`src/rtl/relu_maxpool.sv`:
```
// ReLU followed by 2x2 stride-2 max pooling over a raster-order feature-map stream.
// A half-row line buffer holds the top-row pair maxima until the matching bottom row arrives.
module relu_maxpool #(
    parameter int FMAP_SIZE = 28,
    parameter int SUM_BW    = 16,
    parameter int CNT_BW    = 5
) (
    input  logic                     clk,
    input  logic                     rst,
    input  logic signed [SUM_BW-1:0] i_y,
    input  logic                     i_valid,
    output logic        [SUM_BW-1:0] o_y,
    output logic                     o_valid,
    output logic                     o_frame_done
);

    localparam int POOL = FMAP_SIZE / 2;
    localparam int LAST = 2 * POOL - 1;
    localparam int PW   = (POOL > 1) ? $clog2(POOL) : 1;

    localparam logic [CNT_BW-1:0] C_END  = CNT_BW'(FMAP_SIZE - 1);
    localparam logic [CNT_BW-1:0] C_LAST = CNT_BW'(LAST);
    localparam logic [CNT_BW-1:0] C_ONE  = CNT_BW'(1);

    logic [CNT_BW-1:0] r_col;
    logic [CNT_BW-1:0] r_row;
    logic [SUM_BW-1:0] r_h;
    logic [SUM_BW-1:0] r_line [POOL];
    logic [SUM_BW-1:0] r_o_y;
    logic              r_o_valid;
    logic              r_o_frame_done;

    logic [SUM_BW-1:0] w_relu;
    logic [SUM_BW-1:0] w_hmax;
    logic [SUM_BW-1:0] w_line_rd;
    logic [SUM_BW-1:0] w_pool;
    logic [PW-1:0]     w_p;
    logic              w_in_win;
    logic              w_pair_done;
    logic              w_line_wr;
    logic              w_emit;
    logic              w_last_win;

    // Odd-sized maps drop the trailing row/column, so only positions up to LAST join a window.
    always_comb begin
        w_relu      = i_y[SUM_BW-1] ? '0 : i_y;
        w_hmax      = (w_relu > r_h) ? w_relu : r_h;
        w_p         = PW'(r_col >> 1);
        w_line_rd   = r_line[w_p];
        w_pool      = (w_line_rd > w_hmax) ? w_line_rd : w_hmax;
        w_in_win    = (r_col <= C_LAST) && (r_row <= C_LAST);
        w_pair_done = i_valid && r_col[0] && w_in_win;
        w_line_wr   = w_pair_done && !r_row[0];
        w_emit      = w_pair_done && r_row[0];
        w_last_win  = (r_row == C_LAST) && (r_col == C_LAST);
    end

    always_ff @(posedge clk) begin
        if (rst) begin
            r_col <= '0;
            r_row <= '0;
            r_h   <= '0;
        end else if (i_valid) begin
            if (!r_col[0]) begin
                r_h <= w_relu;
            end
            if (r_col == C_END) begin
                r_col <= '0;
                r_row <= (r_row == C_END) ? '0 : r_row + C_ONE;
            end else begin
                r_col <= r_col + C_ONE;
            end
        end
    end

    // NOTE: the line buffer has no reset; every entry is written on an even row before an odd row reads it.
    always_ff @(posedge clk) begin
        if (w_line_wr) begin
            r_line[w_p] <= w_hmax;
        end
    end

    always_ff @(posedge clk) begin
        if (rst) begin
            r_o_y          <= '0;
            r_o_valid      <= 1'b0;
            r_o_frame_done <= 1'b0;
        end else begin
            r_o_valid      <= w_emit;
            r_o_y          <= w_emit ? w_pool : '0;
            r_o_frame_done <= w_emit && w_last_win;
        end
    end

    assign o_y          = r_o_y;
    assign o_valid      = r_o_valid;
    assign o_frame_done = r_o_frame_done;

endmodule

```
`config.mk`:
```
export PLATFORM = sky130hd
export DESIGN_NAME = relu_maxpool
export DESIGN_NICKNAME = d
export VERILOG_FILES = /design/src/rtl/relu_maxpool.sv
export SDC_FILE = /design/constraint.sdc
export NUM_CORES = 1
export LEC_CHECK = 0
export ABC_AREA = 1
export CORE_MARGIN = 5
export CORE_UTILIZATION = 52
export DETAILED_ROUTE_END_ITERATION = 7
export PLACE_DENSITY = 0.77
export SLEW_MARGIN = 0
export SYNTH_ARGS = -nofsm -noshare
export SYNTH_HDL_FRONTEND = slang
export SYNTH_SLANG_ARGS = --single-unit
```
`constraint.sdc`:
```
create_clock -name clk -period 7.82 [get_ports clk]
set_clock_uncertainty 0.2 [all_clocks]
set_input_delay 1.564 -clock clk [delete_from_list [all_inputs] [get_ports clk]]
set_output_delay 1.564 -clock clk [all_outputs]
set_load 0.05 [all_outputs]
```
==> summary.md, run 1 <==
| Metric | Value |
|---|---|
| Vias in the first global route | `between 7000 and 8000` |
| Min Tclk post-route | `about 6300 ps` |
| DRC Markers | `0` |
| Post-Syn Area per Cell | `about 10 um2` |
| Fmax | `roughly 160 MHz` |
| Count leader, synth | `nand2_1` |
| Inserted Diodes | `0` |
| CP required | `between 8000 and 9000 ps` |
| FP Rows | `between 50 and 60` |
| # H-tree levels | `1` |
| Synth Area in Compound Gates | `0.0670` |
| Proportion of layout cells with a drive suffix above 1 | `0.0669` |
| Crit start category | `input pin` |
| Routed len/inst | `17.8 um` |
| Clk root buf | `clkbuf_16` |
| Top post-synthesis cells by area | `edfxtp_1 55%, nand2_1 9.0%, dfxtp_1 8.0%, nand3_1 4.8%, nor2_1 4.6%` |
| Worst hold path depth | `2` |
| Crit share post-route | `0.807` |
| Post-synthesis simple-gate area fraction | `0.199` |
| DP HPWL | `about 16000 um` |
| Crit path max fanout | `30` |
| First drt pass iteration count | `5` |
| Post-synth EDFFs | `between 200 and 250` |
| Max-cap violations | `0` |
| Syn. warnings | `0` |
| Initial antenna violation count | `0` |
| Via density | `between 5 and 6` |
| # fillers | `about 1800` |
| Die X | `approximately 160 um` |
| Register area share after synthesis | `0.630` |
| Clock transition at path regs | `around 60 ps` |
| Reg2reg path depth | `17` |
| Final #Nets | `1228` |
| Total GRT Usage | `0.212` |
| HP Class | `reg -> reg` |
| Status | `completed` |
| Top post-synthesis cells by count | `275 x nand2_1, 210 x edfxtp_1, 139 x nor2_1` |
| Pin count of the biggest net entering global routing | `around 100` |
| CTS tree | `done` |
| Slew Viols, Final | `0` |
| Netlist Area Pre-Place | `roughly 11000 um2` |
| Starting Density | `0.527` |
| CTS sink cnt | `256` |
| Area leader, netlist | `edfxtp_1` |
| Power Total | `roughly 3000 uW` |
| Total Routed Length | `26200 um` |
| Max transition margin | `0.270` |
| Post-CTS sizing | `0` |
| Clock network latency to the later pin of the worst-skew pair | `520 ps` |
| XOR/XNOR Fraction of Synth Area | `0.00229` |
| Top_reg_cell synth | `edfxtp_1` |
| Synth unique cells | `30` |
| Core box area | `~22000 um2` |
| Fraction of registers with async set/reset | `0` |
| Post-layout util | `0.585` |
| Final Hold Viols | `0` |
| Data arrival, critical path | `6520 ps` |
| Largest family of logic cells by synthesized area | `simple AND/OR/NAND/NOR gates` |
| Via count | `8160` |
| Gpl congestion | `roughly 0.96` |
| Synthesized flop and latch total | `about 260` |
| Clock Path Buffers | `3` |
| Synth-to-Final Area Change | `11.0%` |
| Setup TNS | `0 ps` |
| Num ports | `37` |
| Pwr/cell area | `between 200 and 250 nW/um2` |
| Synthesized netlist net count | `1203` |
| Remaining antenna violation count | `0` |
| Port bufs | `35` |
| Yosys top cell area share | `0.550` |
| Worst setup margin | `approximately 1500 ps` |
| Post-synthesis mux area share | `0` |
| Die Y | `between 150 and 200 um` |
| Setup CP Type | `in -> reg` |
| Syn Inst Count | `1152` |
| RSZ-0062 raised after global routing | `false` |
| Max rail drop VDD | `just under 0.0002 V` |
| P_leak | `0.00514 uW` |
| CTS Hold Bufs | `0` |
| Place WS | `approximately 1100 ps` |
| Die area | `around 25000 um2` |
| CTS Buf Count | `25` |
| Setup violators final | `0` |
| 1st-iter DRT viols | `between 800 and 900` |
| Endpoint type of the worst setup path | `flip-flop` |
| First-pass GRT wire length | `around 42000 um` |
| Grt total ovfl | `0` |
| Post-CTS Setup Bufs | `0` |
| Worst slew pin tran | `1090 ps` |
| Area share of fa/ha/maj cells after synthesis | `0.0349` |
## critical path, cell delays in order
cell and delay (ps):
clkdlybuf4s50_1 450, inv_1 210, nand2_1 180, inv_1 70, ha_1 310, nand4_1 100
nor2_1 180, nand3_1 460, nand2_2 450, nand2_1 110, nand2_1 460, inv_1 100
ha_1 320, nand4_1 110, nor2_1 220, nand4_1 160, nand2_1 740, nand3_1 170
nand2_1 100, inv_1 40
## metal layers
layer | share of wire | GRT usage | wire, um
met2 | 0.48 | 0.352 | 12600
met3 | 0.076 | 0.0345 | 1990
met4 | 0.028 | 0.0678 | 732
met1 | 0.42 | 0.289 | 10900
met5 | 0 | 0 | 0
## power by group
group | switching [uW] | leakage [uW] | total [uW] | internal [uW]
clock | 482 | 0.000363 | 1100 | 615
combinational | 221 | 0.00247 | 313 | 91.2
sequential | 8.51 | 0.00230 | 1530 | 1520
total | 712 | 0.00514 | 2940 | 2230
## registers in the layout, summed over array words and instances (netlist names), named ones only
| register | cells |
|---|---|
| o_valid | 1 |
| o_frame_done | 1 |
| r_h | 15 |
| r_col | 5 |
| r_line | 210 |
| r_row | 5 |
| o_y | 15 |
## cell usage in the layout, fill, tap and decap left out, types with 11 or more instances in the layout
cell type,count
a21oi_1,53
nand2_1,275
nand3_1,110
nor2_2,11
ha_1,32
clkbuf_16,25
edfxtp_1,210
nor2_1,139
inv_1,107
dfxtp_1,44
o211ai_1,15
buf_4,19
o21ai_1,42
clkdlybuf4s50_1,35
o21ai_0,29
## stage by stage
| step | instances | hold WS, ps | instance area, um2 |
|---|---|---|---|
| 6_report | 1475 | 323 | 12700 |
| 5_1_grt | 1475 | 354 | 12700 |
| 4_1_cts | 1475 | 323 | 12700 |
| 3_5_place_dp | 1430 | 311 | 12000 |
| 3_3_place_gp | 1430 | 296 | 12000 |
| 2_1_floorplan | 1152 | 271 | 11500 |
## logic make-up (layout without fill, tap and decap cells)
group                    after synthesis  count (layout)
AO/OA/AOI/OAI                        143             143
XOR/XNOR                               3               3
adder cells (fa/ha/maj)               32              32
buffers and inverters                166             209
flip-flops                           256             256
other                                  1               1
AND/OR/NAND/NOR                      551             551
## area by class of cell
type                       count  area [um2]  share of cell area
sequential                   256        7230               0.568
multi-input combinational    730        3500               0.275
clock buffer                  35         693              0.0545
timing repair buffer          54         493              0.0387
inverter                     110         413              0.0324
tap                          280         350              0.0275
clock inverter                10        48.8             0.00383
## final timing paths
check                 from  endpoint  slack (ps)
hold / removal    r_row[4]  r_row[4]         320
setup / recovery   i_y[15]    o_y[5]        1510
setup reg to reg   r_h[14]    o_y[5]        3020
hold reg to reg   r_row[4]  r_row[4]         320
Note: power is estimated with default switching activity, not from simulation.
==> run 2, diff against run 1 <==
clock period = 6.6 ns   (was 7.82 ns; I/O delays follow)
==> run 2 against run 1 <==
Sequential power is 18% higher. Combinational power increased by 22%. Wire length grew 2.3%. Via count up 0.36%. Critical path type unchanged. Cell area increased by 2.0%. Final cell count up 1.1%.
==> summary.md, run 2 (same netlist as run 1, synthesis figures left out) <==
| Metric | Value |
|---|---|
| DP HPWL | `16200 um (was 15500 um)` |
| Gpl congestion | `0.864 (was 0.960)` |
| Crit path max fanout | `16 (was 30)` |
| Initial antenna violation count | `0 (unchanged)` |
| FP Rows | `54 (unchanged)` |
| Min Tclk post-route | `5550 ps` |
| Int Power | `2830 uW (was 2230 uW)` |
| First drt pass iteration count | `5 (unchanged)` |
| Via count | `8189 (was 8160)` |
| CTS Hold Bufs | `0 (unchanged)` |
| Slowest-stage cell, CP | `nand2_1 (unchanged)` |
| Switching Power | `906 uW (was 712 uW)` |
| Max reg flops | `210 (unchanged)` |
| Commonest non-fill, non-tap cell in the layout | `nand2_1 (unchanged)` |
| Seq pwr share | `0.485 (was 0.520)` |
| Placed Instances | `1442 (was 1430)` |
| Max rail drop VDD | `0.000196 V (was 0.000195 V)` |
| HP Class | `reg -> reg (unchanged)` |
| RSZ-0062 raised after global routing | `false (unchanged)` |
| CTS sink cnt | `256 (unchanged)` |
| Worst slew pin tran | `1050 ps (was 1090 ps)` |
| Final Hold Viols | `0 (unchanged)` |
| Inserted Diodes | `0 (unchanged)` |
| Placed Area | `12100 um2 (was 12000 um2)` |
| Slowest stage delay, CP | `400 ps (was 740 ps)` |
| Post-CTS Setup Bufs | `0 (unchanged)` |
| Clk root buf | `clkbuf_16 (unchanged)` |
| Setup TNS | `0 ps (unchanged)` |
| Fmax | `~180 MHz` |
| Endpoint type of the worst setup path | `flip-flop (unchanged)` |
| Combinational share of power | `0.103 (was 0.106)` |
| Num ports | `37 (unchanged)` |
| Total GRT Usage | `0.214 (was 0.212)` |
| CP most frequent cell | `nand2_1 (unchanged)` |
| Final #Nets | `1242 (was 1228)` |
| # H-tree levels | `1 (unchanged)` |
| Commonest non-fill, non-tap cells in the layout | `275 x nand2_1, 210 x edfxtp_1, 139 x nor2_1 (unchanged)` |
| First-pass GRT wire length | `41900 um (was 41600 um)` |
| DRC Markers | `0 (unchanged)` |
| Clock network power share | `0.412 (was 0.374)` |
| CTS tree | `done (unchanged)` |
| Starting Density | `0.527 (unchanged)` |
| Setup violators final | `0 (unchanged)` |
| R2R setup slack | `2230 ps (was 3020 ps)` |
| Crit path buf inv count | `7 (was 5)` |
| Data arrival, critical path | `5830 ps (was 6520 ps)` |
| Proportion of layout cells with a drive suffix above 1 | `0.0826 (was 0.0669)` |
| Cell depth of the worst setup path | `26 (was 20)` |
| Worst setup margin | `1050 ps (was 1510 ps)` |
| Clock transition at path regs | `60 ps (about the same)` |
| Port bufs | `35 (unchanged)` |
| Synth-to-Final Area Change | `13.2% (was 11.0%)` |
| CP required | `6880 ps (was 8030 ps)` |
| Crit path capture | `o_y[2] (was o_y[5])` |
| Max transition margin | `0.297 (was 0.270)` |
| Routed len/inst | `18.0 um (was 17.8 um)` |
| Die X | `158 um (unchanged)` |
| Clock network latency to the later pin of the worst-skew pair | `530 ps (was 520 ps)` |
| Most flop-heavy register | `r_line (unchanged)` |
| CP top delay family | `simple AND/OR/NAND/NOR gates (unchanged)` |
| Remaining antenna violation count | `0 (unchanged)` |
| Reg2reg path depth | `21 (was 17)` |
| Post-CTS sizing | `0 (unchanged)` |
| Grt total ovfl | `0 (unchanged)` |
| Die Y | `158 um (unchanged)` |
| Reg-to-reg critical path endpoint | `o_y[2] (was o_y[5])` |
| Core box area | `21800 um2 (unchanged)` |
| Setup CP Type | `in -> reg (unchanged)` |
| Via density | `5.49 (was 5.53)` |
| Clock Path Buffers | `3 (unchanged)` |
| Crit start category | `input pin (unchanged)` |
| Vias in the first global route | `7925 (was 7985)` |
| Status | `completed (unchanged)` |
| P_leak | `0.00526 uW (was 0.00514 uW)` |
| Worst Setup SP | `i_y[15] (unchanged)` |
| Power Total | `3740 uW (was 2940 uW)` |
| Die area | `25100 um2 (unchanged)` |
| Slew Viols, Final | `0 (unchanged)` |
| Pwr/cell area | `288 nW/um2 (was 231 nW/um2)` |
| Pin count of the biggest net entering global routing | `80 (was 98)` |
| Place WS | `593 ps (was 1070 ps)` |
| CTS Buf Count | `27 (was 25)` |
| Design Area, Final | `13000 um2 (was 12700 um2)` |
| Max-cap violations | `0 (unchanged)` |
| Crit share post-route | `0.840` |
| Sw Share | `0.243 (was 0.242)` |
| Non-Filler Instances | `1491 (was 1475)` |
| Total Routed Length | `26800 um (was 26200 um)` |
| 1st-iter DRT viols | `888 (was 868)` |
## run 2: changes by cell type in the layout (fill, tap and decap cells not counted)
cell,before,now
clkinv_4,0,2
clkbuf_8,3,0
clkinvlp_4,0,3
bufinv_16,0,4
inv_6,0,2
clkbuf_16,25,27
nor3_4,2,1
clkinv_1,1,4
inv_8,0,1
clkinvlp_2,3,0
buf_4,19,31
nor3_2,0,1
clkbuf_1,7,0
## run 2: power by group through the flow
stage | clock (uW) | sequential [uW] | combinational [uW]
CTS | 1560 | 1810 | 380
floorplan | 0 | 1840 | 276
global placement | 0 | 1850 | 364
global route | 1630 | 1810 | 430
detailed placement | 0 | 1850 | 377
finish | 1540 | 1810 | 383
## run 2: worst min-delay path by stage
stage                        start        to  slack (ps)  depth (start not counted)
final                     r_row[2]  r_row[2]         330                          2
after global routing      r_row[2]  r_row[2]         370                          2
after CTS                 r_row[2]  r_row[2]         330                          2
after detailed placement  r_row[4]  r_row[4]         310                          2
after global placement    r_row[4]  r_row[4]         300                          2
after floorplan           r_row[2]  r_row[2]         270                          2
## run 2: tightest hold or removal path, delay by kind of cell, from the launching register on
| family | cells | cell delay (ps) |
|---|---|---|
| flip-flops | 1 | 350 |
| AND/OR/NAND/NOR | 1 | 80 |
| AO/OA/AOI/OAI | 1 | 50 |
## run 2: layer usage
layer / wire, um / vias up / global-route usage
met2: 13100 / 320 / 0.356
met4: 717 / 0 / 0.0569
met3: 2000 / 59 / 0.0326
li1: - / 3943 / -
met5: 0 / - / 0
met1: 11000 / 3867 / 0.297
## run 2: stage by stage
stage,utilization,hold WS (ps)
floorplan,-,271
global placement,0.555,295
detailed placement,0.555,313
CTS,0.597,328
global route,0.597,372
finish,0.597,333
## run 2: final cells by class
type	instances	area, um2
multi-input cells	730	3490
repair buffers	66	583
fillers	1739	8780
flip-flops and latches	256	7230
clock inverters	22	234
well taps	280	350
clock buffers	27	676
inverters	110	413
